**src/rtl/uart_pkg.sv**
```systemverilog
// Shared UART definitions: frame geometry, receiver FSM state encodings
// and the even-parity helper also used by the transmitter's parity generator.
package uart_pkg;

  localparam int UART_DATA_BITS  = 8;
  localparam int UART_FRAME_BITS = 10;

  // Receiver FSM encodings, kept as plain constants for legacy tools
  localparam logic [2:0] ST_IDLE   = 3'd0;
  localparam logic [2:0] ST_START  = 3'd1;
  localparam logic [2:0] ST_DATA   = 3'd2;
  localparam logic [2:0] ST_PARITY = 3'd3;
  localparam logic [2:0] ST_STOP   = 3'd4;
  localparam logic [2:0] ST_BREAK  = 3'd5;

  // Even parity: the bit that makes the total count of ones even
  function automatic logic evenParity(input logic [UART_DATA_BITS-1:0] i_Data);
    return ^i_Data;
  endfunction

endpackage

```
**src/rtl/uart_rx_if.sv**
```systemverilog
// Host-side handshake of the UART receiver: holding register, status flags
// and the read strobe. The receiver uses the master view, the host the slave view.
interface uart_rx_if;
  import uart_pkg::*;

  logic                      Data_Read;
  logic [UART_DATA_BITS-1:0] Data_Out;
  logic                      Data_Valid;
  logic                      Parity_Err;
  logic                      Frame_Err;
  logic                      Overrun;
  logic                      RBusy;

  modport master (
    input  Data_Read,
    output Data_Out, Data_Valid, Parity_Err, Frame_Err, Overrun, RBusy
  );

  modport slave (
    output Data_Read,
    input  Data_Out, Data_Valid, Parity_Err, Frame_Err, Overrun, RBusy
  );

endinterface

```
**src/rtl/uart_rx_bit_timer.sv**
```systemverilog
// Sample-point generator for the UART receiver. After a restart it pulses
// o_Strobe H=(CLKS_PER_BIT-1)/2 cycles later (mid start bit), then once every
// CLKS_PER_BIT cycles. When H is 0 the first pulse is already one bit later,
// because the restart cycle itself served as the start-bit check.
module uart_rx_bit_timer #(
  parameter int CLKS_PER_BIT = 1
) (
  input  logic Clk,
  input  logic Rst,
  input  logic i_Restart,
  output logic o_Strobe
);

  localparam int CW   = $clog2(CLKS_PER_BIT) + 1;
  localparam int HALF = (CLKS_PER_BIT - 1) / 2;

  localparam logic [CW-1:0] BIT_RELOAD   = CW'(CLKS_PER_BIT - 1);
  localparam logic [CW-1:0] FIRST_RELOAD = (HALF == 0) ? BIT_RELOAD : CW'(HALF - 1);

  logic [CW-1:0] r_Count;

  // Down-counter: loaded on restart, strobes at zero and reloads a full bit period
  always_ff @(posedge Clk or negedge Rst) begin
    if (!Rst) begin
      r_Count <= '0;
    end else if (i_Restart) begin
      r_Count <= FIRST_RELOAD;
    end else if (r_Count == '0) begin
      r_Count <= BIT_RELOAD;
    end else begin
      r_Count <= r_Count - CW'(1);
    end
  end

  assign o_Strobe = (r_Count == '0);

endmodule

```
**src/rtl/uart_rx.sv**
```systemverilog
// UART receiver: start bit, 8 data bits LSB first, even parity, stop bit.
// Received bytes land in a holding register with a valid/read handshake,
// parity/frame error flags and a sticky overrun flag.
// Optional: define UART_RX_SYNC_EN to pass Serial_In through a 2-flop
// synchroniser (adds 2 cycles of latency); otherwise the pin feeds the FSM
// directly for same-clock loopback with the transmitter.
module uart_rx
  import uart_pkg::*;
#(
  parameter int CLKS_PER_BIT = 1
) (
  input  logic     Clk,
  input  logic     Rst,
  input  logic     Serial_In,
  uart_rx_if.master bus
);

  localparam int HALF = (CLKS_PER_BIT - 1) / 2;

  logic                      w_Rx;
  logic                      w_Start;
  logic                      w_Strobe;
  logic                      w_LastBit;

  logic [2:0]                r_State;
  logic [3:0]                r_BitCnt;
  logic [UART_DATA_BITS-1:0] r_Shift;
  logic                      r_ParErrPend;
  logic                      r_FrameErrPend;
  logic                      r_CommitPend;
  logic                      r_BusyEnd;

  logic [UART_DATA_BITS-1:0] r_DataOut;
  logic                      r_DataValid;
  logic                      r_ParityErr;
  logic                      r_FrameErr;
  logic                      r_Overrun;
  logic                      r_Busy;

`ifdef UART_RX_SYNC_EN
  logic [1:0] r_Sync;

  // Two-flop synchroniser, reset to the idle (high) line level
  always_ff @(posedge Clk or negedge Rst) begin
    if (!Rst) begin
      r_Sync <= 2'b11;
    end else begin
      r_Sync <= {r_Sync[0], Serial_In};
    end
  end

  assign w_Rx = r_Sync[1];
`else
  assign w_Rx = Serial_In;
`endif

  assign w_Start   = (r_State == ST_IDLE) && !w_Rx;
  assign w_LastBit = (r_BitCnt == 4'(UART_FRAME_BITS - 1));

  uart_rx_bit_timer #(
    .CLKS_PER_BIT(CLKS_PER_BIT)
  ) u_timer (
    .Clk       (Clk),
    .Rst       (Rst),
    .i_Restart (w_Start),
    .o_Strobe  (w_Strobe)
  );

  // Frame FSM: walks the sample points and leaves a one-cycle commit request
  always_ff @(posedge Clk or negedge Rst) begin
    if (!Rst) begin
      r_State        <= ST_IDLE;
      r_BitCnt       <= '0;
      r_Shift        <= '0;
      r_ParErrPend   <= 1'b0;
      r_FrameErrPend <= 1'b0;
      r_CommitPend   <= 1'b0;
      r_BusyEnd      <= 1'b0;
    end else begin
      r_CommitPend <= 1'b0;
      r_BusyEnd    <= 1'b0;
      case (r_State)
        ST_IDLE: begin
          if (!w_Rx) begin
            r_BitCnt <= '0;
            r_State  <= (HALF == 0) ? ST_DATA : ST_START;
          end
        end
        ST_START: begin
          if (w_Strobe) begin
            if (!w_Rx) begin
              r_State <= ST_DATA;
            end else begin
              r_State   <= ST_IDLE;
              r_BusyEnd <= 1'b1;
            end
          end
        end
        ST_DATA: begin
          if (w_Strobe) begin
            r_Shift  <= {w_Rx, r_Shift[UART_DATA_BITS-1:1]};
            r_BitCnt <= r_BitCnt + 4'd1;
            if (r_BitCnt == 4'(UART_DATA_BITS - 1)) begin
              r_State <= ST_PARITY;
            end
          end
        end
        ST_PARITY: begin
          if (w_Strobe) begin
            r_ParErrPend <= (w_Rx != evenParity(r_Shift));
            r_BitCnt     <= r_BitCnt + 4'd1;
            r_State      <= ST_STOP;
          end
        end
        ST_STOP: begin
          if (w_Strobe && w_LastBit) begin
            r_FrameErrPend <= !w_Rx;
            r_CommitPend   <= 1'b1;
            r_BitCnt       <= '0;
            r_State        <= w_Rx ? ST_IDLE : ST_BREAK;
          end
        end
        ST_BREAK: begin
          if (w_Rx) begin
            r_State <= ST_IDLE;
          end
        end
        default: begin
          r_State <= ST_IDLE;
        end
      endcase
    end
  end

  // Holding register and flags: commit has priority, a read only clears valid/overrun
  always_ff @(posedge Clk or negedge Rst) begin
    if (!Rst) begin
      r_DataOut   <= '0;
      r_DataValid <= 1'b0;
      r_ParityErr <= 1'b0;
      r_FrameErr  <= 1'b0;
      r_Overrun   <= 1'b0;
    end else if (r_CommitPend) begin
      r_DataOut   <= r_Shift;
      r_ParityErr <= r_ParErrPend;
      r_FrameErr  <= r_FrameErrPend;
      r_DataValid <= 1'b1;
      if (r_DataValid) begin
        r_Overrun <= !bus.Data_Read;
      end
    end else if (bus.Data_Read && r_DataValid) begin
      r_DataValid <= 1'b0;
      r_Overrun   <= 1'b0;
    end
  end

  // Busy rises on start detection and falls one cycle after the FSM is done with the frame
  always_ff @(posedge Clk or negedge Rst) begin
    if (!Rst) begin
      r_Busy <= 1'b0;
    end else if (w_Start) begin
      r_Busy <= 1'b1;
    end else if (r_CommitPend || r_BusyEnd) begin
      r_Busy <= 1'b0;
    end
  end

  assign bus.Data_Out   = r_DataOut;
  assign bus.Data_Valid = r_DataValid;
  assign bus.Parity_Err = r_ParityErr;
  assign bus.Frame_Err  = r_FrameErr;
  assign bus.Overrun    = r_Overrun;
  assign bus.RBusy      = r_Busy;

endmodule

```
**src/flat_wrapper.sv**
```systemverilog
// flat-port wrapper written by rule: the top's interface ports become plain ports
module uart_rx_flat import uart_pkg::*;
#(
  parameter int CLKS_PER_BIT = 1
)
  (Clk, Rst, Serial_In, bus_Data_Read, bus_Data_Out, bus_Data_Valid, bus_Parity_Err, bus_Frame_Err, bus_Overrun, bus_RBusy);
  uart_rx_if bus_i ();
  input  logic Clk;
  input  logic Rst;
  input  logic Serial_In;
  input wire logic [$bits(bus_i.Data_Read)-1:0] bus_Data_Read;
  output wire logic [$bits(bus_i.Data_Out)-1:0] bus_Data_Out;
  output wire logic [$bits(bus_i.Data_Valid)-1:0] bus_Data_Valid;
  output wire logic [$bits(bus_i.Parity_Err)-1:0] bus_Parity_Err;
  output wire logic [$bits(bus_i.Frame_Err)-1:0] bus_Frame_Err;
  output wire logic [$bits(bus_i.Overrun)-1:0] bus_Overrun;
  output wire logic [$bits(bus_i.RBusy)-1:0] bus_RBusy;
  assign bus_i.Data_Read = bus_Data_Read;
  assign bus_Data_Out = bus_i.Data_Out;
  assign bus_Data_Valid = bus_i.Data_Valid;
  assign bus_Parity_Err = bus_i.Parity_Err;
  assign bus_Frame_Err = bus_i.Frame_Err;
  assign bus_Overrun = bus_i.Overrun;
  assign bus_RBusy = bus_i.RBusy;
  uart_rx #(.CLKS_PER_BIT(CLKS_PER_BIT)) u_core (.Clk(Clk), .Rst(Rst), .Serial_In(Serial_In), .bus(bus_i));
endmodule
```
**config.mk**
```make
export PLATFORM = sky130hd
export DESIGN_NAME = uart_rx_flat
export DESIGN_NICKNAME = d
export VERILOG_FILES = /design/src/rtl/uart_pkg.sv /design/src/rtl/uart_rx_if.sv /design/src/rtl/uart_rx_bit_timer.sv /design/src/rtl/uart_rx.sv /design/src/flat_wrapper.sv
export SDC_FILE = /design/constraint.sdc
export NUM_CORES = 1
export LEC_CHECK = 0
export BUFFER_PORTS_ARGS = -buffer_cell sky130_fd_sc_hd__buf_2
export CAP_MARGIN = 0
export CORE_ASPECT_RATIO = 0.8
export CORE_MARGIN = 1.5
export CORE_UTILIZATION = 40
export DETAILED_ROUTE_END_ITERATION = 10
export SLEW_MARGIN = 0
export SYNTH_ARGS = -nofsm -noshare
export SYNTH_HDL_FRONTEND = slang
export SYNTH_SLANG_ARGS = --single-unit
```
**constraint.sdc**
```tcl
create_clock -name Clk -period 1.3 [get_ports Clk]
set_input_delay 0.26 -clock Clk [delete_from_list [all_inputs] [get_ports Clk]]
set_output_delay 0.26 -clock Clk [all_outputs]
set_load 0.02 [all_outputs]
```
* Word-level counts from Yosys, hierarchy flattened *
Cells that the tools add are included.

storage, ports and cells
  flip-flop bits (word level) = 33
  bits in latches = 0
  memory bits (writable) = 0
  memory bits (read-only) = 0
  input port bits = 4
  output and inout port bits = 13
  word-level logic and storage cells = 79
  memories kept = 0

cells by class
  add/subtract/negate cells = 2
  multiply operators = 0
  div/mod/pow operators = 0
  order comparisons = 0
  equal/unequal tests = 17
  shift operators = 0
  mux-type cells = 27
  bitwise operators = 1
  reduce and logical (&&, ||, !) cells = 18

operators by type and width
  operator             number
  $mux 3               8
  $pmux 3 s6           1
  $ne 2x2->1 const B   7
  $mux 1               13
  $mux 4               3
  $pmux 4 s3           1
  $reduce_and 2->1     4
  $reduce_xor 8->1     1
  $reduce_and 7->1     1
  $eq 3x2->1 const B   2
  $eq 3x3->1 const B   2
  $add 4x1->4 const B  1
  $eq 4x3->1 const B   1
  $eq 4x4->1 const B   1
  $ne 2x1->1 const B   2
  $reduce_and 4->1     1
  $reduce_bool 2->1    2
  $eq 3x1->1 const B   1
  $logic_and 1x1->1    3
  $logic_not 3->1      1
  $reduce_bool 3->1    1
  $logic_not 1->1      2
  $mux 2               1
  $reduce_or 2->1      1
  other kinds (4)      4

* Longest topological paths before layout *
  depth in word-level cells = 4
  gate-level depth with buffers = 6
  depth with buffers taken out = 6

* Cells and area by module *
From an unflattened synthesis, not the netlist that was laid out.

second synthesis, totals
  cell total of the unflattened synthesis = 121
  area total of the unflattened synthesis = 1502.7 sq um

modules (own cells, without submodules)
  module             instances  cells an instance  area an instance (sq um)  sequential area each (sq um)
  uart_rx            1          119                1491.4                    800.8
  uart_rx_bit_timer  1          2                  11.3                      0.0

* Worst setup path after synthesis *
OpenSTA, ideal clock, no wires.

  path kind = flip-flop to flip-flop
  from = reg u_core.r_State[2]
  to = reg u_core.r_Shift[7]
  library setup time = 0.125 ns
  arrival = 1.226 ns
  required time = 1.175 ns
  path slack = -0.050 ns
  stages on the path, launching flop included = 5
  buffers on the path = 1
  period minus slack after synthesis = 1.350 ns
  cell sequence = dfrtp_1 buf_2 nand2b_1 nor2_4 mux2_2

between the ends
  cells in the longest elaborated chain, start to end = 2

ends and longest elaborated chain
  item                        line            text
  from (decl)                 uart_rx.sv:25   logic [2:0] r_State;
  from (signal assigned)      uart_rx.sv:86   r_State <= (HALF == 0) ? ST_DATA : ST_START;
  from (signal assigned)      uart_rx.sv:120  r_State <= w_Rx ? ST_IDLE : ST_BREAK;
  $eq 3x2->1                  uart_rx.sv:82   case (r_State)
  $reduce_and 2->1 (no line)  -
  to (signal assigned)        uart_rx.sv:101  r_Shift <= {w_Rx, r_Shift[UART_DATA_BITS-1:1]};
  to (decl)                   uart_rx.sv:27   logic [UART_DATA_BITS-1:0] r_Shift;

Every way passes these cells.
A chain may end at the register's enable or synchronous reset.

* Worst setup path after layout *
  from = reg u_core.r_State[2]
  to = reg u_core.r_Shift[5]

The elaborated chain is that of the path after synthesis.

==> summary.txt <==
# IOs: 17
total clock buffers created by CTS: 5
first-pass GRT wire length: 4420 um
CTS tree: built
Post-Syn Instances: 103
routed len/inst: 15.4 um
share of layout cells above drive strength 1: 51.7%
failing checks: setup timing
Setup Viol. Count Final: 10
Die Ht: 54.9 um
Finished Core Util: 59.6%
post-route cell area: 1880 um^2
Leak Pwr: 0.948 nW
cell accounting for the most synthesized area: dfrtp_1
CP Capture Type: flop
Final Max Tran Viols: 0
Worst-Margin Slew: 0.513 ns
Distinct cells, synth: 26
CP top delay family: flip-flops
Vias/cell: 5.15
Main synth FF type: dfrtp_1
register bit total from synthesis: 32
critical path peak fanout: 4
Worst Hold Path EP: u_core.bus.Overrun
number of global-route vias before repair: 979
Worst R2R Start: u_core.r_State[2]
WP buf/inv: 1
Max Fclk: 726 MHz
clk sink count: 32
worst skew pair latency: 0.29 ns
drt drc: 0
Placed Instance Area: 1610 um^2
R2R setup slack: -0.08 ns
Final WS setup: -0.0780 ns
CTS root buf: clkbuf_8
GR Util All Layers: 17.5%
Yosys top cell area share: 59.4%
Max Cap Viol: 0
most frequent cells after synthesis: dfrtp_1, mux2_2, a21oi_1
Reg-to-Reg End: u_core.r_Shift[5]
dpl hpwl: 1820 um
Min-Delay Path Depth: 2
status: complete, but fails checks
critical path arrival: 1.55 ns
most common cell in the netlist: dfrtp_1
ys async rst share: 100%
count of final hold-check violations: 0
Post-Synthesis Net Count: 109
Layout area overhead: 39.4%
Max stage delay on crit path: 0.42 ns
initial antenna violation count: 0
Port Buffers: 16
Die ar.: 3730 um^2
antenna viol nets, final: 0
post-synthesis sequential area ratio: 59.4%
H-tree Lvls: 2
Hold Crit Class: input pin to flop
CP Cell Sequence: nand2b_4 -> nor2_4 -> clkbuf_16 -> mux2_4
Remaining Overflow, GRT: 0
initial DRC count: 30
Tcrit/Tclk final: 106%
DR vias: 973
Std-Cell Rows: 18
CP Class: flop to flop
hold path start: bus_Data_Read
core box area: 3150 um^2
CP startpoint kind: flop
dpl ws: -0.159 ns
width of the die: 67.9 um
relative slew slack: 65.8%
minimum clock period: 1.38 ns
CTS max path bufs: 2
Worst EP required: 1.47 ns
Starting Density: 42.7%
number of synthesized flops with an enable pin: 0
Ant. Diodes: 0
fin nets: 154
Clock Pin Slew Worst Setup and Hold Paths: 0.06 ns
Setup TNS Final: -0.530 ns
Detailed Route WL: 2920 um
worst ir drop on vdd: 1390 uV
largest net degree at the start of global routing: 22
drt pass-1 iters: 4
Synth area leaders: dfrtp_1, mux2_2, a21oi_1
Slowest cell on crit path: dfrtp_1
Reg2Reg Depth: 4
Netlist Area Pre-Place: 1350 um^2
RSZ-0062 raised after global routing: yes
Power Density: 2600 nW/um^2
global placer's final weighted congestion: 0.816
Mean Syn Cell Area: 13.1 um^2
Synthesis Warnings: 0
Final Skew: 0.00535 ns
## logic make-up (layout without fill, tap and decap cells)
logic type	count (synthesis)	after routing	synth area share, %
fa+ha+maj	2	2	1.86
simple gates	20	20	7.89
xor+xnor	7	7	5.57
mux	20	20	16.6
flops	32	32	59.4
buf+inv	5	51	1.58
compound gates	17	17	7.06
## report_power, final
group	switching, mW	internal [mW]	total (mW)	leakage (nW)
combinational	0.975	1.56	2.54	0.499
clock	0.348	0.431	0.779	0.0455
sequential	0.265	1.31	1.58	0.403
total	1.59	3.30	4.89	0.948
## flip-flops by register name, summed over array words and instances (netlist names)
register,flops
u_core.bus.Data_Out,8
u_core.r_Shift,8
u_core.r_BitCnt,4
u_core.r_State,3
u_core.bus.Data_Valid,1
u_core.bus.Frame_Err,1
u_core.bus.Overrun,1
u_core.bus.Parity_Err,1
u_core.bus.RBusy,1
u_core.r_BusyEnd,1
u_core.r_CommitPend,1
u_core.r_FrameErrPend,1
u_core.r_ParErrPend,1
## metrics by stage
stage	instances	power [mW]	hold slack, ns
after global routing	189	5.21	0.168
after CTS	185	4.43	0.162
after global placement	173	3.35	0.159
after detailed placement	173	3.42	0.164
final	189	4.89	0.161
after floorplan	103	2.76	-0.0356
## layout make-up
class	instances	area, um^2
timing repair buffer	40	309
multi-input combinational	66	616
clock buffer	8	90.1
tap	40	50.0
inverter	3	11.3
fill	276	1270
sequential	32	802
## cell usage in the layout (no fill, tap or decap), drive strengths merged, types with 2 or more instances in the layout
cell type   n
ha          2
nor2        7
buf        38
clkbuf      9
nand2       6
inv         3
mux2       19
a21oi       9
o21ai       4
xnor2       5
dfrtp      32
## worst max path at each step
stage	startpoint	to	slack, ns	depth (start not counted)
2_1_floorplan	u_core.r_State[2]	u_core.r_Shift[7]	-0.02	4
3_3_place_gp	u_core.r_State[1]	u_core.r_FrameErrPend	-0.1	4
3_5_place_dp	u_core.r_State[1]	u_core.r_FrameErrPend	-0.16	4
4_1_cts	u_core.r_BitCnt[1]	u_core.r_FrameErrPend	-0.03	5
5_1_grt	u_core.r_State[2]	u_core.r_Shift[5]	-0.11	4
6_report	u_core.r_State[2]	u_core.r_Shift[5]	-0.08	4
## what timing repair did
item | in CTS | in global routing
hold endpoints to repair | 11 | 0
gates cloned | 0 | 1
resized for setup | 7 | 20
pin swaps | 4 | 3
setup endpoints to repair | 14 | 16
setup buffers | 3 | 3
hold buffers | 1 | 0
## metal layers
layer  track usage, %  part of all wire [%]
met1             20.4                    44
met2             29.6                    49
met3             4.25                   4.2
met4             11.3                   3.0
met5                0                     0
(Power assumes the default switching activity.)
